[src/rtl/speck_pkg.sv]
// Shared Speck constants and FSM state encoding, used by the encryptor,
// decryptor and key schedule.
package speck_pkg;

   localparam int SPECK_W      = 32;
   localparam int SPECK_ROUNDS = 27;
   localparam int SPECK_ALPHA  = 8;
   localparam int SPECK_BETA   = 3;

   typedef enum logic [1:0] {
      ST_IDLE = 2'd0,
      ST_RUN  = 2'd1,
      ST_DONE = 2'd2
   } speck_state_t;

endpackage

[src/rtl/speck_round_inv.sv]
// One combinational Speck inverse round; mirror of the encryptor round.
// y' = ROR(x ^ y, BETA), x' = ROL((x ^ k) - y', ALPHA), all mod 2^W.
module speck_round_inv
   import speck_pkg::*;
#(
   parameter int W = SPECK_W
) (
   input  logic [W-1:0] x,
   input  logic [W-1:0] y,
   input  logic [W-1:0] k,
   output logic [W-1:0] x_next,
   output logic [W-1:0] y_next
);

   logic [W-1:0] xy;
   logic [W-1:0] diff;

   assign xy     = x ^ y;
   assign y_next = (xy >> SPECK_BETA) | (xy << (W - SPECK_BETA));
   assign diff   = (x ^ k) - y_next;
   assign x_next = (diff << SPECK_ALPHA) | (diff >> (W - SPECK_ALPHA));

endmodule

[src/rtl/speck_decryptor.sv]
// Iterative Speck decryption core, one inverse round per clock, keys used
// from rk[ROUNDS-1] down to rk[0]. Define SPECK_DEC_KEY_LATCH_EN to latch rk_flat on accept.
module speck_decryptor
   import speck_pkg::*;
#(
   parameter int W      = SPECK_W,
   parameter int ROUNDS = SPECK_ROUNDS
) (
   input  logic                clk,
   input  logic                rst,
   input  logic                start,
   input  logic [W-1:0]        ct_x,
   input  logic [W-1:0]        ct_y,
   input  logic [W*ROUNDS-1:0] rk_flat,
   output logic [W-1:0]        pt_x,
   output logic [W-1:0]        pt_y,
   output logic                done,
   output logic [1:0]          state_dbg
);

   localparam int CW = (ROUNDS > 1) ? $clog2(ROUNDS) : 1;

   speck_state_t        state;
   logic [CW-1:0]       cnt;
   logic [W-1:0]        x_q;
   logic [W-1:0]        y_q;
   logic [W-1:0]        x_n;
   logic [W-1:0]        y_n;
   logic [W-1:0]        rk_cur;
   logic [W*ROUNDS-1:0] rk_src;
   logic                accept;

   // start is honoured from IDLE and DONE, never while a block is in flight.
   assign accept = start && (state != ST_RUN);

`ifdef SPECK_DEC_KEY_LATCH_EN
   logic [W*ROUNDS-1:0] rk_q;

   always_ff @(posedge clk or posedge rst) begin
      if (rst) begin
         rk_q <= '0;
      end else if (accept) begin
         rk_q <= rk_flat;
      end
   end

   assign rk_src = rk_q;
`else
   assign rk_src = rk_flat;
`endif

   assign rk_cur = rk_src[int'(cnt)*W +: W];

   speck_round_inv #(.W(W)) u_round (
      .x      (x_q),
      .y      (y_q),
      .k      (rk_cur),
      .x_next (x_n),
      .y_next (y_n)
   );

   always_ff @(posedge clk or posedge rst) begin
      if (rst) begin
         state <= ST_IDLE;
         cnt   <= '0;
         x_q   <= '0;
         y_q   <= '0;
         done  <= 1'b0;
      end else begin
         case (state)
            ST_IDLE, ST_DONE: begin
               if (accept) begin
                  state <= ST_RUN;
                  x_q   <= ct_x;
                  y_q   <= ct_y;
                  cnt   <= CW'(ROUNDS - 1);
                  done  <= 1'b0;
               end
            end
            ST_RUN: begin
               x_q <= x_n;
               y_q <= y_n;
               if (cnt == '0) begin
                  state <= ST_DONE;
                  done  <= 1'b1;
               end else begin
                  cnt <= cnt - 1'b1;
               end
            end
            default: begin
               state <= ST_IDLE;
               done  <= 1'b0;
            end
         endcase
      end
   end

   assign pt_x      = x_q;
   assign pt_y      = y_q;
   assign state_dbg = state;

endmodule

[config.mk]
export PLATFORM = sky130hd
export DESIGN_NAME = speck_decryptor
export DESIGN_NICKNAME = d
export VERILOG_FILES = /design/src/rtl/speck_pkg.sv /design/src/rtl/speck_round_inv.sv /design/src/rtl/speck_decryptor.sv
export SDC_FILE = /design/constraint.sdc
export NUM_CORES = 1
export LEC_CHECK = 0
export ABC_AREA = 1
export CORE_AREA = 2 2 387 389
export CTS_CLUSTER_DIAMETER = 100
export CTS_CLUSTER_SIZE = 40
export DETAILED_ROUTE_END_ITERATION = 16
export DIE_AREA = 0 0 389 391
export GPL_TIMING_DRIVEN = 0
export SLEW_MARGIN = 20
export SYNTH_ARGS = -nofsm -noshare
export SYNTH_HDL_FRONTEND = slang
export SYNTH_SLANG_ARGS = --single-unit
[constraint.sdc]
create_clock -name clk -period 4.8 [get_ports clk]
set_input_delay 1.2 -clock clk [delete_from_list [all_inputs] [get_ports clk]]
set_output_delay 1.2 -clock clk [all_outputs]
set_load 0.02 [all_outputs]
==> Word-level counts from Yosys, hierarchy flattened <==
Index checks and enable logic that the tools add are counted.
{ "word_totals": {"reg_bits": 72, "input_bits": 931, "out_inout_bits": 67, "elab_cells": 39} }
{ "op_classes": {"add_sub_neg": 2, "eq_ne": 6, "shifts": 1, "mux": 13, "bitwise": 4, "reduce_logical": 8} }
{ "op_table": {"columns": ["operator", "count"], "rows": [
  ["$shiftx 864x11->32", 1],
  ["$pmux 32 s2", 2],
  ["$mux 32", 2],
  ["$xor 32x32->32", 2],
  ["$or 29x32->32", 1],
  ["$or 32x8->32", 1],
  ["$sub 32x32->32", 1],
  ["$mux 5", 2],
  ["$pmux 5 s2", 1],
  ["$ne 2x2->1 const B", 3],
  ["$logic_not 5->1", 1],
  ["$sub 5x1->5 const B", 1],
  ["$mux 2", 2],
  ["$pmux 2 s2", 1],
  ["$reduce_and 2->1", 2],
  ["$reduce_and 3->1", 1],
  ["$eq 2x1->1 const B", 1],
  ["$eq 2x2->1 const B", 1],
  ["$logic_not 2->1", 1],
  ["$mux 1", 2],
  ["$ne 2x1->1 const B", 1],
  ["$pmux 1 s2", 1],
  ["$reduce_bool 2->1", 1],
  ["$reduce_or 2->1", 1],
  ["$logic_and 1x1->1", 1]
]} }

==> Depth between registers and ports, before layout <==
Gate-level depths: netlist of the first run.
{ "logic_depth": {"depth_word": 5, "ltp_mapped": 25, "ltp_nobuf": 22} }

==> By module <==
Synthesis of the first run repeated with hierarchy kept, for this count alone.
{ "unflattened": {"hier_cells": 3363, "area_unflattened_um2": 16148.0} }
{ "by_module_without_submodules": {"columns": ["module", "n_inst", "cells_each", "area_per_inst_um2", "seq_area_each_um2"], "rows": [
  ["speck_decryptor", 1, 2776, 13095.1, 1776.7],
  ["speck_round_inv", 1, 587, 3052.9, 0.0]
]} }

==> Least setup slack after synthesis of the first run <==
OpenSTA, ideal clock, no wires.
{ "synth_path": {"kind": "input to register", "from": "input rk_flat[416]", "to": "register x_q[2] (netlist: pt_x[2])", "setup_time_ns": 0.118, "arrival_ns": 3.503, "required_time_ns": 4.682, "setup_slack_ns": 1.179, "cell_stages": 17, "n_path_buf": 0, "path_cell_list": "o21ai_0 o22ai_1 nand2_1 nand3_1 or2_0 nand2_1 xor2_1 ha_1 fa_1 o21ai_1 a21boi_0 o21ai_0 nand2_1 nand3_1 nand2_1 nand3_1 nand2_1"} }
{ "synth_via": {"elab_chain_len": 5} }
{ "synth_rtl": {"columns": ["item", "line", "source"], "rows": [
  ["from (decl)", "speck_decryptor.sv:14", "input logic [W*ROUNDS-1:0] rk_flat,"],
  ["$shiftx 864x11->32", "speck_decryptor.sv:52", "assign rk_cur = rk_src[int'(cnt)*W +: W];"],
  ["$xor 32x32->32", "speck_round_inv.sv:20", "assign diff = (x ^ k) - y_next;"],
  ["$sub 32x32->32", "speck_round_inv.sv:20", null],
  ["$or 32x8->32", "speck_round_inv.sv:21", "assign x_next = (diff << SPECK_ALPHA) | (diff >> (W - SPECK_ALPHA));"],
  ["$pmux 32 s2", "speck_decryptor.sv:70", "case (state)"],
  ["to (signal assigned)", "speck_decryptor.sv:74", "x_q <= ct_x;"],
  ["to (signal assigned)", "speck_decryptor.sv:81", "x_q <= x_n;"],
  ["to (decl)", "speck_decryptor.sv:25", "logic [W-1:0] x_q;"]
]} }
Every way passes these cells.
A chain may end at the register's enable or synchronous reset.

==> Final worst setup path of the first run <==
{ "layout_path": {"from": "input rk_flat[333]", "to": "register x_q[4] (netlist: pt_x[4])"} }
Same word-level chain as after synthesis.

==> results of run 1 <==
-- layout by cell type (no fill, tap or decap), drive strengths merged, types with 5 or more instances in the layout --
cell type      count
xor2              25
or2               31
xnor2             43
clkinv             5
o22ai            185
nand4             13
inv              119
dfrtp             71
buf               73
a2bb2oi           28
clkbuf           130
nor2             515
o21bai             8
ha                40
nand2            523
clkdlybuf4s50    997
o221ai             6
diode             27
nand3            111
o21ai            462
o211ai            39
nor3               8
a21oi             60
-- sequential cells by signal, summed over array words and instances, names as in the netlist --
register	flops
cnt	5
done	1
pt_x	32
pt_y	32
state_dbg	1
-- how the worst max path moves through the flow --
stage / end / slack, ns
after detailed placement: pt_x[2] / -1.96
after global placement: pt_x[2] / -1.98
after floorplan: pt_x[2] / 1.18
after CTS: pt_x[2] / -0.009
final: pt_x[4] / 0.08
after global routing: pt_x[7] / -0.05
-- worst max-delay path, cell delays in order --
cell and delay, ns:
clkdlybuf4s50_1 0.39, o21ai_0 0.38, o22ai_1 0.19, nand2_1 0.10
nand3_1 0.17, or2_1 0.40, nand2_1 0.25, xor2_1 0.26
ha_1 0.34, nand2_1 0.08, nand2_1 0.08, a21oi_1 0.21
nor2_1 0.06, nor2_1 0.09, nand3_1 0.20, nand2_1 0.14
nand2_1 0.05, nand2_1 0.06, nand3_1 0.22, nand2_1 0.13
-- cell families (layout without fill, tap and decap cells) --
logic type / count (synthesis) / in the layout / synth area share [%]
and+or+nand+nor: 1204 / 1204 / 35.3
AOI/OAI and AO/OA: 798 / 798 / 33.1
buffers and inverters: 311 / 1326 / 10.3
DFF: 71 / 71 / 13.1
xor gates and xnor gates: 68 / 68 / 4.38
adders and majority gates: 41 / 41 / 3.83
other: 0 / 27 / 0
-- area by class of cell --
class                      count  share of cell area [%]
antenna                       27                   0.249
buffer                       188                    4.35
clock buffer                  11                   0.896
clock inverter                 5                   0.212
inverter                     121                    1.71
multi-input combinational   2111                    40.0
sequential                    71                    6.57
tap                         1944                    8.98
timing repair buffer        1001                    37.1
-- metrics by stage --
step | setup TNS, ns | hold slack (ns) | instances | util, %
after detailed placement | -38.92 | 0.536 | 5436 | 17.5
after global routing | -0.0596 | 0.581 | 5460 | 18.2
after global placement | -42.13 | 0.531 | 5434 | 17.5
after floorplan | 0 | 0.538 | 2493 | -
after CTS | -0.00948 | 0.557 | 5451 | 18.0
final | 0 | 0.554 | 5479 | 18.2
-- repair_timing --
item / in CTS / in global routing
hold buffers: 0 / 0
pin swaps: 0 / 5
gates resized for setup: 163 / 103
setup endpoints to repair: 31 / 19
endpoints found under the hold margin: 0 / 0
buffers inserted: 1 / 1
-- routing by layer --
metal | global-route usage (%) | part of all wire [%] | vias to the layer above
li1 | - | - | 10500
met1 | 28.1 | 43 | 11400
met2 | 36.8 | 47 | 1300
met3 | 5.50 | 7.9 | 201
met4 | 3.88 | 2.1 | 42
met5 | 0 | 0.15 | -
-- power by group through the flow --
stage	clock network (W)	logic [W]	registers (W)
after global routing	0.000749	0.0246	0.00153
after global placement	0	0.0219	0.00149
after CTS	0.000731	0.0226	0.00149
after floorplan	0	0.0112	0.00166
final	0.000722	0.0227	0.00149
after detailed placement	0	0.0220	0.00149
==> impl_metrics.toml, run 1 <==
[yosys]
synth_edf_count = 0
yosys_warnings = 0
synthTopCellsByArea = "o21ai_0 (16%), nand2_1 (14%), nor2_1 (14%), dfrtp_1 (13%), o22ai_1 (8.5%)"
synth_top_area_cell = "o21ai_0"
synth_top_cells_by_count = "nand2_1 (523), nor2_1 (513), o21ai_0 (439)"
syn_avg_cell_area_um2 = 5.45
synth_area_mm2 = 0.0136
syn_inst = 2493
synth_most_common_cell = "nand2_1"
synth_seq_cells = 71
syn-num-nets = 3465
synthArstFlopShare_pct = 100
yosysSeqAreaShare_pct = 13.1
yosys.cell_types.count = 39
synthFlopType = "dfrtp_1"
synth_top_area_share_pct = 16.2

[outcome]
status = "complete, no violations"

[power_and_ir_drop]
p_sw_share_pct = 66.1
power_frac_clock_pct = 2.9
leakage_nw = 10.2
p_total_w = 0.0250
seqPwrFrac_pct = 6.0
comb_power_share_pct = 91.1
irDropWorstVdd_mv = 0.463
intPower_w = 0.00846
switching_power_w = 0.0165
power_density_mw_per_mm2 = 921

[clock_network]
clk_latency_ns = 0.37
htreeDepth = 3
cts_root_buffer = "clkbuf_16"
cts_sinks = 71
cts.path.max_buffers = 2
cts_buffers = 9
clk_pin_slew_ns = 0.06
cts_tree = "yes"

[critical_path]
cp-start-kind = "input port"
crit_type = "in -> reg"
ff2ff_setup_slack_ns = 0.14
cp-end-kind = "flop"
r2r-start = "cnt[0]"
worstRegToRegCells = 18
crit_required_ns = 5.11
startpoint = "rk_flat[333]"
cp_max_fo = 3
r2r-end = "pt_x[4]"
cp.arrival_ns = 5.03

[final_layout]
drive_gt1_share_pct = 6.84
final_area_mm2 = 0.0271
syn_to_final_growth_pct = 99.5
multiInputGateArea_mm2 = 0.0108
final_nets = 4475
nFillCells = 17100
regArea_mm2 = 0.00178

[drt]
dr.pass1.iters = 6
post-route-drc-count = 0
antenna_left = 0
drt_iter0_drc = 1998
wire_per_inst_um = 32.0
routed_wl_um = 175000
via_per_inst = 4.28
dr_total_vias = 23400

[flow_run]
maxCapViolCount = 0

[placement]
hpwl_um = 154000
place_congestion = 0.960
portBuffers = 997
dp_slack_ns = -1.96
placed_cell_area_mm2 = 0.0261

[worst_hold_path]
worstHoldEndpoint = "pt_y[22]"
min_from = "pt_y[22]"
hp-class = "reg -> reg"
hold_depth = 2

[sta]
fin_skew_ns = 0.0106
rsz0062_at_grt = "true"
fmax_mhz = 212
final_hold_viol_count = 0
slew_headroom_pct = 25.1
min_period_over_period_pct = 98.4
worst_pin_slew_ns = 1.11
fin_ws_ns = 0.0754
setup_violations = 0
fin_crit_ns = 4.72
slew_violations = 0

[global_route]
grt_pass1_vias = 22800
antenna_found_initial = 82
grt_usage_pct = 21.8
grt_pass1_wl_um = 220000
grt_remaining_overflow = 0
grt_max_degree = 40

[floorplan]
die_w_um = 389
start_util_pct = 9.15
num_rows = 142
boundaryPins = 998
die_h_um = 391
coreArea_mm2 = 0.149
die-area_mm2 = 0.152
(Power assumes the default switching activity.)
==> run 2: changes to the inputs <==
- ABC_AREA: 1 -> not set
- CORE_AREA: 2 2 387 389 -> 2 2 389 391
- DIE_AREA: 0 0 389 391 -> 0 0 391 393
==> run 2 against run 1 <==
  * The flow now finishes with violations (setup timing)
  * Sequential power is 11% higher
  * Global-route usage is 3.0 points lower
  * Wire length is 14% lower
  * Die area is 1.0% higher
  * Design area is 0.55% lower
  * Cell count is 25% lower
  * First-iteration DRC count is 41% lower
  * Clock skew hardly changed
  * Critical endpoint is now pt_x[6]
  * Highest routed layer unchanged
==> impl_metrics.toml, run 2 <==
[critical_path]
crit_required_ns = 5.06
cp-start-kind = "input port"
critPathBufInv = 2
cp_slowest_cell = "mux4_2"
cp.arrival_ns = 5.18
max_stage_delay_ns = 0.67
cp_top_family = "compound AO/OA/AOI/OAI gates"
crit_type = "in -> reg"
cp-end-kind = "flop"
path_cells = "clkdlybuf4s50_1, mux4_2, mux4_2, o21ai_4, xnor2_2, ha_2, a21o_1, a21o_1, a311o_1, a31oi_4, a21oi_2, buf_4, o41ai_4, nand4b_1, o211ai_1"
cp_max_fo = 2

[global_route]
antenna_found_initial = 133
grt_remaining_overflow = 0
grt_pass1_vias = 16800
grt_usage_pct = 18.8
grt_pass1_wl_um = 185000
grt_max_degree = 43

[sta]
min_period_over_period_pct = 103
setup_violations = 3
slew_violations = 0
fin_ws_ns = -0.122
final_hold_viol_count = 0
fin_skew_ns = 0.0102
worst_pin_slew_ns = 1.10
rsz0062_at_grt = "true"
fmax_mhz = 203
fin_crit_ns = 4.92
slew_headroom_pct = 26.5

[flow_run]
maxCapViolCount = 0

[clock_network]
cts_buffers = 9
cts_root_buffer = "clkbuf_16"
hold_buffers = 0
cts_tree = "yes"
cts.path.max_buffers = 2
clk_latency_ns = 0.35
clk_pin_slew_ns = 0.07
cts_sinks = 71
htreeDepth = 3

[drt]
routed_wl_um = 151000
via_per_inst = 3.95
post-route-drc-count = 0
antenna_left = 0
dr_total_vias = 16300
dr.pass1.iters = 5
drt_iter0_drc = 1172
wire_per_inst_um = 36.5

[floorplan]
die-area_mm2 = 0.154
die_w_um = 391
boundaryPins = 998
die_h_um = 393
coreArea_mm2 = 0.149
start_util_pct = 8.19
num_rows = 142

[placement]
place_inst = 4009
portBuffers = 997
place_congestion = 0.917
hpwl_um = 135000

[final_layout]
syn_to_final_growth_pct = 120
regArea_mm2 = 0.00178
utilization_pct = 18.1
final_nets = 3107
final_common_cell = "clkdlybuf4s50_1"
fin_cells = 4129
drive_gt1_share_pct = 25.9
mostFrequentLayoutCells = "clkdlybuf4s50_1 (843), mux4_2 (214), dlygate4sd2_1 (110)"
multiInputGateArea_mm2 = 0.0109
nFillCells = 16600

[yosys]
synth_most_common_cell = "mux4_2"
synthArstFlopShare_pct = 100
yosys_warnings = 0
yosys.cell_types.count = 67
syn_inst = 1066
synth_edf_count = 0
synth_top_area_share_pct = 36.7
syn-num-nets = 2038
yosysSeqAreaShare_pct = 14.5
synth_area_mm2 = 0.0122
synth_top_area_cell = "mux4_2"
synth_top_cells_by_count = "mux4_2 (199), xnor2_1 (73), dfrtp_1 (71)"
syn_avg_cell_area_um2 = 11.5
synth_seq_cells = 71
synthTopCellsByArea = "mux4_2 (37%), dfrtp_1 (15%), mux4_1 (5.4%), xnor2_1 (5.2%), ha_1 (4.1%)"
synthFlopType = "dfrtp_1"

[worst_hold_path]
hp-class = "reg -> reg"

[power_and_ir_drop]
leakage_nw = 9.41
irDropWorstVdd_mv = 0.554
power_density_mw_per_mm2 = 905

[outcome]
failed_checks = "setup timing"
status = "finished with violations"
run 2: final cells by class:
type                    count  area share (%)
multi-input cells         874            40.6
repair buffers           1060            38.6
well taps                1944            9.03
flip-flops and latches     71            6.61
plain buffers             104            3.37
clock buffers              10           0.887
diodes                     46           0.427
inverters                  15           0.232
clock inverters             5           0.218
run 2: logic make-up after synthesis:
family,synth area share [%]
buf+inv,5.86
fa+ha+maj,4.26
mux,45.6
compound gates,17.0
flops,14.5
simple gates,6.80
xor+xnor,6.01
run 2: path summary, 6_finish.rpt:
path                               from  endpoint  slack, ns  cells past startpoint
max                        rk_flat[468]   pt_x[6]      -0.12                     15
min                        state_dbg[0]      done       0.56                      1
max reg2reg                      cnt[0]   pt_x[6]      -0.02                     18
min reg2reg                state_dbg[0]      done       0.56                      1
max in group asynchronous           rst  pt_x[26]       2.98                      3
min in group asynchronous           rst    cnt[2]       1.21                      2
run 2: report_power, final:
| part | total [W] | switching [W] | internal [W] |
|---|---|---|---|
| combinational | 0.0220 | 0.0123 | 0.00974 |
| clock | 0.000727 | 0.000312 | 0.000415 |
| sequential | 0.00166 | 0.000634 | 0.00103 |
| total | 0.0244 | 0.0132 | 0.0112 |
run 2: what timing repair did:
action,in CTS,in global routing
pin swaps,103,58
resized for setup,433,92
buffers inserted,42,19
endpoints found under the setup margin,31,16
run 2: per-stage QoR:
step	setup TNS (ns)	hold WS, ns	setup WS (ns)	area [µm²]	power [W]
after floorplan	0	0.622	0.335	12200	0.0116
after global placement	-52.39	0.531	-2.65	24600	0.0194
after detailed placement	-51.31	0.544	-2.53	24700	0.0194
after CTS	-0.0994	0.559	-0.0646	26300	0.0234
after global routing	-0.626	0.599	-0.169	26900	0.0260
final	-0.149	0.556	-0.122	27000	0.0244
run 2: per-layer routing:
layer | track usage [%] | vias to the layer above | wire (µm)
met1 | 22.8 | 8310 | 60200
met5 | 0.670 | - | 582
met2 | 32.6 | 1079 | 74200
li1 | - | 6674 | -
met3 | 5.86 | 205 | 13100
met4 | 3.10 | 56 | 2800
==> patch 1 (settings of run 2) <==
The package constant `SPECK_W` goes from 32 to 16.
--- a/src/rtl/speck_pkg.sv
+++ b/src/rtl/speck_pkg.sv
@@ -2,7 +2,7 @@
 // decryptor and key schedule.
 package speck_pkg;
 
-   localparam int SPECK_W      = 32;
+   localparam int SPECK_W      = 16;
    localparam int SPECK_ROUNDS = 27;
    localparam int SPECK_ALPHA  = 8;
    localparam int SPECK_BETA   = 3;
Ports: changed (5 resized); port bits go from 998 to 502. The function was not compared with the original's and may differ.
==> patch 1 against run 2 <==
  * Sequential cell count down 32
  * Worst setup slack better by 0.13 ns
  * Synthesized cell count is 45% lower
  * Power decreased by 58%
  * Via count down 52%
  * Routed wire length is 55% lower
  * Sequential power decreased by 50%
  * Cell area is 47% lower
  * Final cell count down 26%
  * Area after synthesis shrank 49%
  * Register-to-register slack improved by 0.18 ns
  * Clock skew fell by 0.0069 ns
  * Critical endpoint is now pt_x[7]$_DFFE_PP0P_
  * Largest power group unchanged
==> patch 1: results (changes against run 2) <==
| Metric | Value |
|---|---|
| Run status | `finished, final reports clean` |
| Maximum ir drop on the vdd rail | `0.395 mV (-29%)` |
| HPWL after DPL | `61.8 mm (-54%)` |
| Worst flop-to-flop path endpoint | `pt_x[7]$_DFFE_PP0P_` |
| Share of the synthesized area in compound gates (AO/OA/AOI/OAI) | `15.8% (-1.2 points)` |
| Worst-case reg-to-reg path depth | `15 (-3)` |
| Clock network latency to the later pin of the worst-skew pair | `0.30 ns (-0.05 ns)` |
| GR Util met3 | `2.90% (-3.0 points)` |
| Final weighted congestion in routability-driven placement | `0.896 (-2.2%)` |
| Post-synthesis sequential area ratio | `15.7% (+1.1 points)` |
| Detailed Route Iter0 Violations | `422 (-64%)` |
| All-layer global routing usage | `8.50% (-10 points)` |
| Launch point of the worst hold path | `pt_y[1]$_DFFE_PP0P_` |
| I/O Buffers | `501 (-50%)` |
| Final routed wirelength across all metal layers | `68.2 mm (-55%)` |
| Deepest level of the CTS H-tree | `2 (-1)` |
| Biggest area contributors in the synthesized netlist | `sky130_fd_sc_hd__mux4_2, sky130_fd_sc_hd__dfrtp_1, sky130_fd_sc_hd__ha_1` |
| Hold-critical path depth | `2 (+1)` |
| Post-placement cell area | `0.0137 mm² (-44%)` |
| Number of distinct library cells after synthesis | `56 (-16%)` |
| Post-Syn Nets | `1072 (-47%)` |
| Maximum number of pins on one net before global-route repair | `28 (-35%)` |
| Global Route met1 Usage | `9.90% (-13 points)` |
| Most common library cells after synthesis | `sky130_fd_sc_hd__mux4_2, sky130_fd_sc_hd__nor2_1, sky130_fd_sc_hd__a21oi_1, sky130_fd_sc_hd__nand2_1, sky130_fd_sc_hd__dfrtp_1` |
| Slew HR | `33.9% (+7.4 points)` |
| Wire length of the first global-routing pass | `83.6 mm (-55%)` |
| Switching pwr | `5.68 mW (-57%)` |
| Vias | `7886 (-52%)` |
| Fraction of post-synthesis cell area in the top cell type by area | `39.8% (+3.1 points)` |
| Share of the synthesized netlist area taken by xor and xnor gates | `5.90% (-0.10 points)` |
| FF-to-FF Start | `cnt[3]$_DFFE_PP0P_` |
| Top delay family on crit path | `multiplexers` |
| End point of the most critical hold path | `pt_y[1]$_DFFE_PP0P_` |
| NumNets Final | `1584 (-49%)` |
| Number of buffers created by CTS | `5 (-4)` |
==> patch 1: cell types whose count changed after synthesis, sizes merged, moves of 21 or more <==
cell    change
a22oi      -24
nand2      -21
a221oi     -29
o311ai     -29
dfrtp      -32
o21ai      -74
buf        -29
xnor2      -52
mux4      -114
==> patch 1: repair_timing <==
item | in CTS | in global routing
endpoints found under the setup margin | 14 | 8
buffers inserted | 1 | 1
gates resized for setup | 39 | 19
pin swaps | 1 | 0
hold buffers | 0 | 0
hold endpoints to repair | 0 | 0
==> patch 1: cell families (layout without fill, tap and decap cells) <==
kind of cell    after synthesis  after routing
compound gates              148            148
xor+xnor                     42             42
fa+ha+maj                    21             21
buf+inv                      64            577
flops                        39             39
mux                         130            130
other cells                   0             18
simple gates                140            140
==> patch 1: stage by stage <==
step	instances	setup WS [ns]	total power [mW]	TNS [ns]	hold slack, ns
after floorplan	584	0.670	5.73	0	0.621
after global placement	3029	-1.28	9.45	-12.62	0.531
after detailed placement	3031	-0.954	9.51	-8.65	0.555
after CTS	3040	0.0107	10.2	0	0.569
after global routing	3050	-0.0390	10.9	-0.0729	0.599
final	3059	0.00681	10.1	0	0.562
==> patch 1: layer usage <==
metal | routed length (µm) | part of all wire (%) | up-vias
met4 | 2860 | 4.2 | 18
met5 | 97 | 0.14 | -
met2 | 31200 | 46 | 581
met3 | 6120 | 9.0 | 109
li1 | - | - | 3416
met1 | 27900 | 41 | 3762
==> patch 1: final cells by class <==
cell class                 count  area [µm²]  share of cell area [%]
tap                         1944        2430                    17.2
timing repair buffer         505        5060                    35.7
buffer                        56         340                    2.40
inverter                       8        35.0                   0.247
sequential                    39         976                    6.89
multi-input combinational    481        5090                    35.9
clock inverter                 2        60.1                   0.424
clock buffer                   6         129                   0.910
antenna                       18        45.0                   0.318
==> patch 1: how the worst max path moves through the flow <==
stage | cells past startpoint | from | end | slack (ns)
after global placement | 15 | cnt[3]$_DFFE_PP0P_ | pt_x[7]$_DFFE_PP0P_ | -1.28
after detailed placement | 15 | cnt[3]$_DFFE_PP0P_ | pt_x[7]$_DFFE_PP0P_ | -0.95
after floorplan | 13 | rk_flat[112] | pt_x[2]$_DFFE_PP0P_ | 0.67
final | 13 | rk_flat[89] | pt_x[7]$_DFFE_PP0P_ | 0.007
after CTS | 13 | rk_flat[242] | pt_x[3]$_DFFE_PP0P_ | 0.01
after global routing | 13 | rk_flat[71] | pt_x[4]$_DFFE_PP0P_ | -0.04
==> patch 1: power by group through the flow <==
stage | clock (mW) | combinational, mW | sequential, mW
after floorplan | 0 | 4.84 | 0.888
after global placement | 0 | 8.62 | 0.831
after detailed placement | 0 | 8.67 | 0.837
after CTS | 0.451 | 8.88 | 0.835
after global routing | 0.460 | 9.62 | 0.858
final | 0.446 | 8.87 | 0.831
==> patch 2 (config.mk and constraints of run 2) <==
Made on the original files. Put one more register stage on the output `pt_y`, without a reset. The value now appears one clock later. The other outputs are not delayed to match.
--- a/src/rtl/speck_decryptor.sv
+++ b/src/rtl/speck_decryptor.sv
@@ -96,7 +96,9 @@
    end
 
    assign pt_x      = x_q;
-   assign pt_y      = y_q;
+   always_ff @(posedge clk) begin
+      pt_y <= y_q;
+   end
    assign state_dbg = state;
 
 endmodule
Function: changed (a bounded check fails within 4 cycles, from zero or initial values and one cycle with rst high).
==> patch 2 against run 2 <==
  * The flow still finishes with violations (negative setup slack)
  * Highest routed layer unchanged
  * Register-to-register slack worse by 0.74 ns
  * Clock power up 15%
  * Power down 2.5%
  * Final cell count increased by 3.1%
  * Area after synthesis is 5.2% higher
  * Largest cell class unchanged
  * Routed wire length is 7.9% lower
  * Worst setup slack got worse by 0.64 ns
  * Sequential cell count up 32
  * Cell area fell by 0.57%
  * Global-route usage fell by 1.7 points
  * First-iteration DRC count increased by 27%
  * Via count increased by 3.9%
==> patch 2: results (changes against run 2) <==
| Metric | Value |
|---|---|
| Proportion of synthesized area in mux cells | `41.8% (-3.8 points)` |
| Mean routed wirelength per cell | `32.6 µm (-11%)` |
| First drt pass iteration count | `7 (+2)` |
| Post-Syn Nets | `2191 (+7.5%)` |
| Maximum number of pins on one net before global-route repair | `49 (+14%)` |
| Startpoint of the worst setup timing path | `cnt[0]$_DFFE_PP0P_` |
| Leakage power of the design | `9.38 nW (-0.34%)` |
| Post-synthesis sequential area ratio | `18.8% (+4.3 points)` |
| Hold Slack | `0.420 ns (-0.136 ns)` |
| Launch point of the worst hold path | `y_q[31]$_DFFE_PP0P_` |
| Failing checks | `negative setup slack` |
| Run status | `finished, violations left` |
| Worst-case reg-to-reg path depth | `21 (+3)` |
| Wire length of the first global-routing pass | `171 mm (-7.6%)` |
| Worst flop-to-flop path endpoint | `pt_x[7]$_DFFE_PP0P_` |
| Share of the synthesized netlist area taken by xor and xnor gates | `6.13% (+0.12 points)` |
| Pre-CTS WS | `-2.26 ns (+0.269 ns)` |
| Async set or reset register ratio after synthesis | `68.9% (-31 points)` |
| Avg Vias per Cell | `3.98 (+0.74%)` |
| Maximum ir drop on the vdd rail | `0.487 mV (-12%)` |
| Maximum fanout encountered on the critical timing path | `7 (+5)` |
| Fin worst setup slack | `-0.760 ns (-0.638 ns)` |
| Dominant register cell in the synthesized netlist | `sky130_fd_sc_hd__dfrtp_1` |
| Slew HR | `34.0% (+7.5 points)` |
| Final setup skew | `0.00970 ns (-0.000485 ns)` |
| Biggest area contributors in the synthesized netlist | `sky130_fd_sc_hd__mux4_2, sky130_fd_sc_hd__dfrtp_1, sky130_fd_sc_hd__nand2_1` |
| Number of fillers in the final layout | `16600 (-0.054%)` |
| Number of distinct library cells after synthesis | `56 (-16%)` |
| Total setup violations reported at the end of the flow | `25 (+22)` |
| Highest cell delay on the worst timing path | `0.69 ns (+0.02 ns)` |
| Hold-critical path depth | `0 (-1)` |
| Endpoint arrival time on the critical path | `5.79 ns (+0.61 ns)` |
| All-layer global routing usage | `17.1% (-1.7 points)` |
| Number of antenna violations at the first check in global routing | `85 (-36%)` |
| Ratio of cells with drive above 1 in the final layout | `18.5% (-7.4 points)` |
| Most common library cells after synthesis | `sky130_fd_sc_hd__mux4_2, sky130_fd_sc_hd__nand2_1, sky130_fd_sc_hd__xnor2_1` |
==> patch 2: kinds of logic after synthesis <==
kind of cell	after synthesis
AO/OA/AOI/OAI	289
buffers and inverters	122
flip-flops	103
adder cells (fa/ha/maj)	41
AND/OR/NAND/NOR	316
multiplexers	258
XOR/XNOR	90
==> patch 2: worst max path at each step <==
stage | cells after the start | slack, ns | end
finish | 21 | -0.76 | pt_x[7]$_DFFE_PP0P_
global route | 21 | -0.78 | pt_x[7]$_DFFE_PP0P_
CTS | 21 | -0.68 | pt_x[7]$_DFFE_PP0P_
detailed placement | 20 | -2.26 | pt_x[5]$_DFFE_PP0P_
global placement | 18 | -2.40 | pt_x[2]$_DFFE_PP0P_
floorplan | 13 | 0.36 | pt_x[5]$_DFFE_PP0P_
==> patch 2: metal layers <==
| metal | global-route usage, % | wire [µm] |
|---|---|---|
| met1 | 22.6 | 58600 |
| met2 | 27.0 | 63600 |
| met3 | 3.27 | 9980 |
| met4 | 7.05 | 6540 |
| met5 | 0.510 | 208 |
==> patch 2: power by group <==
group	leakage [nW]	switching [mW]	internal, mW
combinational	8.14	11.9	8.97
sequential	1.09	0.635	1.44
clock	0.155	0.369	0.463
==> patch 2: per-stage QoR <==
stage / TNS, ns / std cells / cell area [µm²]
2_1_floorplan: 0 / 1219 / 12900
3_3_place_gp: -55.52 / 4160 / 25300
3_5_place_dp: -49.58 / 4162 / 25300
4_1_cts: -11.66 / 4219 / 26400
5_1_grt: -13.76 / 4249 / 26800
6_report: -12.19 / 4257 / 26800
==> patch 2: what timing repair did <==
item	in CTS	in global routing
pin swaps	46	42
endpoints found under the setup margin	31	28
hold buffers	0	0
buffers inserted	41	13
endpoints found under the hold margin	0	0
resized for setup	134	57
==> patch 2: worst max-delay path, delay by kind of cell, from the launching register on <==
kind            cells  cell delay [ns]
mux                 1             0.12
flops               1             0.45
xor+xnor            1             0.19
simple gates        1             0.10
fa+ha+maj           1             0.32
buf+inv             6             0.87
compound gates     11             3.31
==> patch 2: final cells by class <==
type	count	area, µm²	share of cell area, %
repair buffers	1050	10400	38.9
clock buffers	10	229	0.854
well taps	1944	2430	9.08
clock inverters	6	92.6	0.346
diodes	28	70.1	0.261
flip-flops and latches	103	2420	9.03
plain buffers	114	711	2.65
multi-input cells	994	10400	38.7
inverters	8	32.5	0.121
